**src/rtl/pwm_timer.sv**
```systemverilog
// Memory-mapped multi-channel PWM timer with a shared prescaler and counter.
// Period and duty writes land in shadow registers and reach the counter only at a wrap.
module pwm_timer #(
  parameter int unsigned CW  = 16,
  parameter int unsigned NCH = 3
) (
  input  logic           clk_24,
  input  logic           reset,
  input  logic           sel,
  input  logic [3:0]     we,
  input  logic [2:0]     addr,
  input  logic [31:0]    wdat,
  output logic [31:0]    rdat,
  output logic           rdy,
  output logic [NCH-1:0] pwm_out,
  output logic           irq
);

  localparam logic [2:0] AddrCtrl     = 3'd0;
  localparam logic [2:0] AddrPrescale = 3'd1;
  localparam logic [2:0] AddrPeriod   = 3'd2;
  localparam logic [2:0] AddrDuty0    = 3'd3;
  localparam logic [2:0] AddrCount    = 3'd6;
  localparam logic [2:0] AddrStatus   = 3'd7;

  logic [NCH:0]     r_ctrl;  // [0] enable, [NCH:1] per-channel invert
  logic [CW-1:0]    r_prescale;
  logic [CW-1:0]    r_prediv;
  logic [CW-1:0]    r_count;
  logic [CW-1:0]    r_period_sh;
  logic [CW-1:0]    r_period_act;
  logic [CW-1:0]    r_duty_sh  [NCH];
  logic [CW-1:0]    r_duty_act [NCH];
  logic             r_wrap;
  logic             r_irq_en;
  logic             r_rdy;
  logic [31:0]      r_rdat;
  logic [NCH-1:0]   r_pwm;

  logic [31:0]      w_wmask;
  logic             w_wr;
  logic             w_rd;
  logic             w_en;
  logic             w_tick;
  logic             w_wrap;
  logic [31:0]      w_rdata;
  logic [NCH-1:0]   w_raw;

  assign w_wmask = {{8{we[3]}}, {8{we[2]}}, {8{we[1]}}, {8{we[0]}}};
  assign w_wr    = sel & (|we) & ~r_rdy;
  assign w_rd    = sel & ~(|we) & ~r_rdy;
  assign w_en    = r_ctrl[0];
  assign w_tick  = w_en & (r_prediv == r_prescale);
  assign w_wrap  = w_tick & (r_count == r_period_act);

  function automatic logic [CW-1:0] merge(input logic [CW-1:0] old_v, input logic [31:0] d,
                                          input logic [31:0] m);
    logic [31:0] v;
    v = (32'(old_v) & ~m) | (d & m);
    return v[CW-1:0];
  endfunction

  always_comb begin
    w_rdata = '0;
    case (addr)
      AddrCtrl:     w_rdata[NCH:0]  = r_ctrl;
      AddrPrescale: w_rdata[CW-1:0] = r_prescale;
      AddrPeriod:   w_rdata[CW-1:0] = r_period_sh;
      AddrCount:    w_rdata[CW-1:0] = r_count;
      AddrStatus:   w_rdata[1:0]    = {r_irq_en, r_wrap};
      default:      w_rdata         = '0;
    endcase
    for (int i = 0; i < NCH; i++) begin
      if (addr == 3'(AddrDuty0 + i)) w_rdata[CW-1:0] = r_duty_sh[i];
    end
  end

  always_comb begin
    w_raw = '0;
    for (int i = 0; i < NCH; i++) w_raw[i] = w_en & (r_count < r_duty_act[i]);
  end

  always_ff @(posedge clk_24) begin
    if (reset) begin
      r_ctrl       <= '0;
      r_prescale   <= '0;
      r_prediv     <= '0;
      r_count      <= '0;
      r_period_sh  <= '0;
      r_period_act <= '0;
      for (int i = 0; i < NCH; i++) begin
        r_duty_sh[i]  <= '0;
        r_duty_act[i] <= '0;
      end
      r_wrap       <= 1'b0;
      r_irq_en     <= 1'b0;
      r_rdy        <= 1'b0;
      r_rdat       <= '0;
      r_pwm        <= '0;
    end else begin
      r_rdy <= sel & ~r_rdy;
      if (w_rd) r_rdat <= w_rdata;

      if (w_wr) begin
        case (addr)
          AddrCtrl:     if (we[0]) r_ctrl <= wdat[NCH:0];
          AddrPrescale: r_prescale  <= merge(r_prescale, wdat, w_wmask);
          AddrPeriod:   r_period_sh <= merge(r_period_sh, wdat, w_wmask);
          AddrStatus:   if (we[0]) r_irq_en <= wdat[1];
          default:      ;
        endcase
        for (int i = 0; i < NCH; i++) begin
          if (addr == 3'(AddrDuty0 + i)) r_duty_sh[i] <= merge(r_duty_sh[i], wdat, w_wmask);
        end
      end

      // A wrap beats a same-cycle write-1-clear
      if (w_wrap) begin
        r_wrap <= 1'b1;
      end else if (w_wr && addr == AddrStatus && we[0] && wdat[0]) begin
        r_wrap <= 1'b0;
      end

      if (!w_en) begin
        r_prediv     <= '0;
        r_count      <= '0;
        r_period_act <= r_period_sh;
        for (int i = 0; i < NCH; i++) r_duty_act[i] <= r_duty_sh[i];
      end else begin
        r_prediv <= w_tick ? '0 : r_prediv + 1'b1;
        if (w_tick) r_count <= w_wrap ? '0 : r_count + 1'b1;
        // Actives take the pre-edge shadows, so a write on the wrap edge waits a period
        if (w_wrap) begin
          r_period_act <= r_period_sh;
          for (int i = 0; i < NCH; i++) r_duty_act[i] <= r_duty_sh[i];
        end
      end

      for (int i = 0; i < NCH; i++) r_pwm[i] <= w_raw[i] ^ r_ctrl[i+1];
    end
  end

  assign rdat    = r_rdat;
  assign rdy     = r_rdy;
  assign pwm_out = r_pwm;
  assign irq     = r_wrap & r_irq_en;

endmodule

```
**config.mk**
```make
export PLATFORM = sky130hd
export DESIGN_NAME = pwm_timer
export DESIGN_NICKNAME = d
export VERILOG_FILES = /design/src/rtl/pwm_timer.sv
export SDC_FILE = /design/constraint.sdc
export NUM_CORES = 1
export LEC_CHECK = 0
export ABC_AREA = 1
export ABC_CLOCK_PERIOD_IN_PS = 4670
export BUFFER_PORTS_ARGS = -buffer_cell sky130_fd_sc_hd__buf_2
export CORE_MARGIN = 5
export CORE_UTILIZATION = 45
export DETAILED_ROUTE_END_ITERATION = 12
export SETUP_SLACK_MARGIN = 0.5
export SLEW_MARGIN = 5
export SYNTH_ARGS = -nofsm -noshare
export SYNTH_HDL_FRONTEND = slang
export SYNTH_SLANG_ARGS = --single-unit
```
**constraint.sdc**
```tcl
create_clock -name clk_24 -period 4.67 [get_ports clk_24]
set_input_delay 0 -clock clk_24 [delete_from_list [all_inputs] [get_ports clk_24]]
set_output_delay 0 -clock clk_24 [all_outputs]
set_load 0.01 [all_outputs]
```
== Yosys cells after proc, flatten, opt, wreduce, memory -nomap -nowiden ==
Memory sizes are Yosys's and may differ from the RTL's.
Index checks and enable logic that the tools add are counted.

* Memories: 2
* RAM bits: 96
* Bits in registers: 106
* Logic and storage cells: 119
* Input port bits: 42

{| class="wikitable"
|+ Memories
! name !! words !! bits a word !! read ports !! clocked after Yosys merged registers in !! wr ports !! RTL line !! text
|-
| r_duty_act || 3 || 16 || 3 || 0 || 3 || 33 || <nowiki>logic [CW-1:0] r_duty_act [NCH];</nowiki>
|-
| r_duty_sh || 3 || 16 || 3 || 0 || 3 || 32 || <nowiki>logic [CW-1:0] r_duty_sh [NCH];</nowiki>
|}

* Order comparisons: 3
* Equality and inequality tests: 10
* Multiplexer cells: 41
* Add/sub/neg operators: 2
* Reduce and logical (&&, ||, !) cells: 12
* Bitwise gates (word level): 38

{| class="wikitable"
|+ Operators with widths
! cell !! number
|-
| 16-bit two-way mux || 15
|-
| 16-bit bitwise AND || 6
|-
| 16-bit bitwise OR || 5
|-
| 16-bit less-than comparator || 3
|-
| 12-bit one-hot mux with 3 select lines || 1
|-
| 16-bit by 1-bit adder with 16-bit output (second input constant) || 2
|-
| 16-bit == test || 2
|-
| 1-bit two-way mux || 23
|-
| 16-bit inverter || 1
|-
| 3-bit == test (second input constant) || 4
|-
| 1-bit bitwise AND || 11
|-
| 2-bit one-hot mux with 5 select lines || 1
|-
| 1-bit bitwise OR || 9
|-
| 2-bit one-hot mux with 4 select lines || 1
|-
| 3-bit by 2-bit == test with 1-bit output (second input constant) || 2
|-
| 3-bit AND reduction || 2
|-
| 2-bit AND reduction || 2
|-
| 4-bit OR reduction || 1
|-
| 3-bit by 1-bit == test with 1-bit output (second input constant) || 1
|-
| 1-bit logical AND || 3
|-
| 3-bit zero test || 1
|-
| 1-bit inverter || 3
|-
| 3-bit OR reduction || 1
|-
| 1-bit XOR || 3
|-
| 3 further kinds || 3
|}

== Logic depth before layout (Yosys ltp) ==
* Depth in word-level cells: 8
* Mapped depth: 13
* Gate-level depth less buffers: 12

== Worst setup path before layout ==
No wires, ideal clock.

* Path kind: register -> register
* Start: register r_prediv[9]
* End: memory r_duty_act[0][0] (enable)
* Cell stages (with the launch flop): 11
* Period minus slack after synthesis: 2648 ps
* Library setup time: 410 ps
* Required time: 4260 ps
* Path slack: 2022 ps
* Data arrival time: 2238 ps
* Cell sequence: dfxtp_1 > inv_2 > nand2_2 > nand2_2 > nor2_4 > inv_2 > nor2_2 > nand2_2 > nor2_8 > nand2_4 > nand2_1

{| class="wikitable"
|+ RTL lines
! item !! RTL line !! text
|-
| start, declared || 28 || <nowiki>logic [CW-1:0] r_prediv;</nowiki>
|-
| start signal, assigned || 130 || <nowiki>r_prediv <= w_tick ? '0 : r_prediv + 1'b1;</nowiki>
|-
| end, declared || 33 ||
|}

==> flow_metrics.py <==
metrics = {
    "power_and_ir_drop": {
        "p_seq_frac": 0.480,
        "leakage_nw": 5.28,
        "internal_power_mw": 3.05,
        "pwr-share-clk": 0.437,
        "p_per_area_nw_per_um2": 325,
        "sw_frac_of_total": 0.249,
        "combinationalPowerShare": 0.083,
        "p_switching_mw": 1.01,
        "peakVddDrop_v": 0.000247,
    },
    "die": {
        "dieWidth_um": 167,
        "io_pins": 79,
        "dieArea_um2": 28000,
        "start_util": 0.458,
        "num_rows": 57,
        "core_area_um2": 24300,
        "die_y_um": 167,
    },
    "final_layout": {
        "multi_input_area_um2": 4980,
        "syn2layout_area_growth_pct": 12.2,
        "nNetsFinal": 1569,
        "fillers": 2352,
        "layout_common_cells": "nand2_1, inv_1, nor2_1",
        "layout_commonest_cell": "nand2_1",
        "layout-drive-gt1-share": 0.0982,
        "finish.utilization": 0.513,
        "seqCellArea_um2": 5000,
        "antenna_cells": 0,
    },
    "min_path": {
        "hp-class": "primary input to register",
    },
    "detailed_routing": {
        "vias": 9382,
        "first_iter_violations": 723,
        "final_antenna_net_count": 0,
        "finalWirelength_um": 31600,
        "dr.pass1.iters": 5,
        "via_per_inst": 5.15,
        "drcViolationCount": 0,
        "routedWlPerCell_um": 17.4,
    },
    "clock_tree": {
        "postCtsSetupBuffers": 0,
        "clockBufferDepth": 3,
        "clk_pin_slew_ns": 0.06,
        "tritoncts": "built",
        "h-tree-depth": 1,
        "cts_sinks": 202,
        "worst_skew_pair.late_latency_ns": 0.53,
        "cts_inserted_buffers": 23,
        "root_buffer": "clkbuf_16",
    },
    "timing": {
        "max_freq_mhz": 340,
        "finalCritPeriodShare": 0.629,
        "fin_skew_ns": 0.0218,
        "layout_setup_ws_ns": 1.73,
        "rsz0062_at_grt": "no",
        "relSlewSlack": 0.323,
        "tightest_slew_ns": 1.01,
        "setup_tns_ns": 0,
        "finalSetupViolations": 0,
        "layout_min_cycle_time_ns": 2.94,
        "hold_viol": 0,
        "drv_slew": 0,
    },
    "place": {
        "place.gp.congestion": 0.928,
        "dp_hpwl_um": 23000,
        "place_ws_ns": 1.78,
        "port_buffers": 46,
    },
    "worst_setup_path": {
        "start_kind": "register",
        "crit_arrival_ns": 3.10,
        "critPathKind": "register to register",
        "cp.required_ns": 4.83,
        "cp_max_fo": 44,
        "cp-end-kind": "register",
    },
    "synth": {
        "yosys_warnings": 0,
        "async_flop_share": 0,
        "synth.avg_cell_area_um2": 7.79,
        "netlist_area_um2": 11100,
        "ys_seq_area_frac": 0.450,
        "synth-edff-count": 96,
        "synthCells": 1428,
        "ys_seq_elements": 202,
        "synth_flop_cell": "dfxtp_1",
        "ys_types": 50,
    },
    "global_routing": {
        "grt_max_degree": 49,
        "antenna_found_initial": 0,
        "globalRouteTotalUtil": 0.220,
        "grt_pass1_vias": 8638,
        "grt_overflow": 0,
        "grt_first_pass_wirelength_um": 49000,
    },
    "flow_run": {
        "cap_violations": 0,
    },
    "status": {
        "status": "completed",
    },
}
==> path summary, 6_finish.rpt <==
kind | endpoint | from | cells past startpoint | slack (ns)
worst max-delay path | r_duty_act[0][1] | r_count[7] | 9 | 1.73
worst min-delay path | r_irq_en | we[0] | 4 | 0.04
worst max register to register | r_duty_act[0][1] | r_count[7] | 9 | 1.73
worst min register to register | rdat[12] | rdat[12] | 2 | 0.47
==> cell usage after synthesis (3+ instances only) <==
| library cell | instances | area (µm²) |
|---|---|---|
| nand2_2 | 5 | 31.3 |
| o211ai_1 | 3 | 22.5 |
| buf_2 | 15 | 75.1 |
| xnor2_1 | 4 | 35.0 |
| inv_1 | 203 | 762 |
| o21a_1 | 3 | 22.5 |
| and2_1 | 3 | 18.8 |
| a31oi_1 | 5 | 31.3 |
| edfxtp_1 | 96 | 2880 |
| ha_1 | 47 | 588 |
| a211oi_1 | 5 | 37.5 |
| nor2_4 | 21 | 236 |
| clkbuf_1 | 23 | 86.3 |
| a221oi_1 | 8 | 70.1 |
| buf_6 | 3 | 33.8 |
| nor2_1 | 198 | 743 |
| a21oi_1 | 162 | 811 |
| buf_4 | 20 | 150 |
| xor2_1 | 14 | 123 |
| nor3b_1 | 4 | 30.0 |
| nand3_1 | 52 | 260 |
| nor2_2 | 6 | 37.5 |
| o221ai_1 | 6 | 52.6 |
| inv_2 | 15 | 56.3 |
| dfxtp_1 | 106 | 2120 |
| nand4_1 | 27 | 169 |
| o21ai_0 | 61 | 305 |
| nand2_1 | 270 | 1010 |
| nor3_1 | 13 | 65.1 |
| o22ai_1 | 5 | 31.3 |
==> critical path, cell delays in order (launching register included) <==
cell	delay, ns
dfxtp_1	0.66
inv_1	0.23
nand2_1	0.13
nand2_1	0.06
nor2_1	0.10
nand4_1	0.09
nor2_1	0.18
nand2_4	0.27
nand2_2	0.30
buf_4	0.52
==> timing repair <==
item,in CTS,in global routing
hold buffers,23,0
resized for setup,0,0
endpoints found under the hold margin,64,0
==> layout make-up <==
type | count | area share
clock buffers | 33 | 0.0523
flip-flops and latches | 202 | 0.401
clock inverters | 9 | 0.00722
repair buffers | 77 | 0.0417
inverters | 220 | 0.0662
well taps | 324 | 0.0325
multi-input cells | 956 | 0.399
==> stage by stage <==
step | total power, mW | instances | hold WS (ns) | area (µm²)
global placement | 2.30 | 1756 | 0.305 | 11500
detailed placement | 2.30 | 1756 | 0.304 | 11500
finish | 4.06 | 1821 | 0.0371 | 12500
CTS | 4.08 | 1821 | 0.0151 | 12500
floorplan | 2.21 | 1443 | 0.148 | 11200
global route | 4.21 | 1821 | 0.0931 | 12500
==> cells by family after synthesis <==
group,Yosys count,share of synthesized area
simple gates,607,0.241
buf+inv,285,0.110
compound gates,268,0.132
flops,202,0.450
fa+ha+maj,47,0.0528
xor+xnor,18,0.0142
other cells,1,0.000337
==> power groups by stage <==
stage	combinational (mW)	sequential (mW)	clock [mW]
final	0.336	1.95	1.77
after global routing	0.372	1.95	1.89
after CTS	0.334	1.95	1.80
after detailed placement	0.318	1.98	0
after global placement	0.315	1.98	0
after floorplan	0.240	1.97	0
==> routing by layer <==
metal / routed length, µm / track usage / part of all wire
met5: 0 / 0 / 0
met4: 936 / 0.0649 / 0.030
met3: 1740 / 0.0224 / 0.055
met2: 14400 / 0.356 / 0.45
met1: 14600 / 0.314 / 0.46
Power figures use the tool's default switching activity.
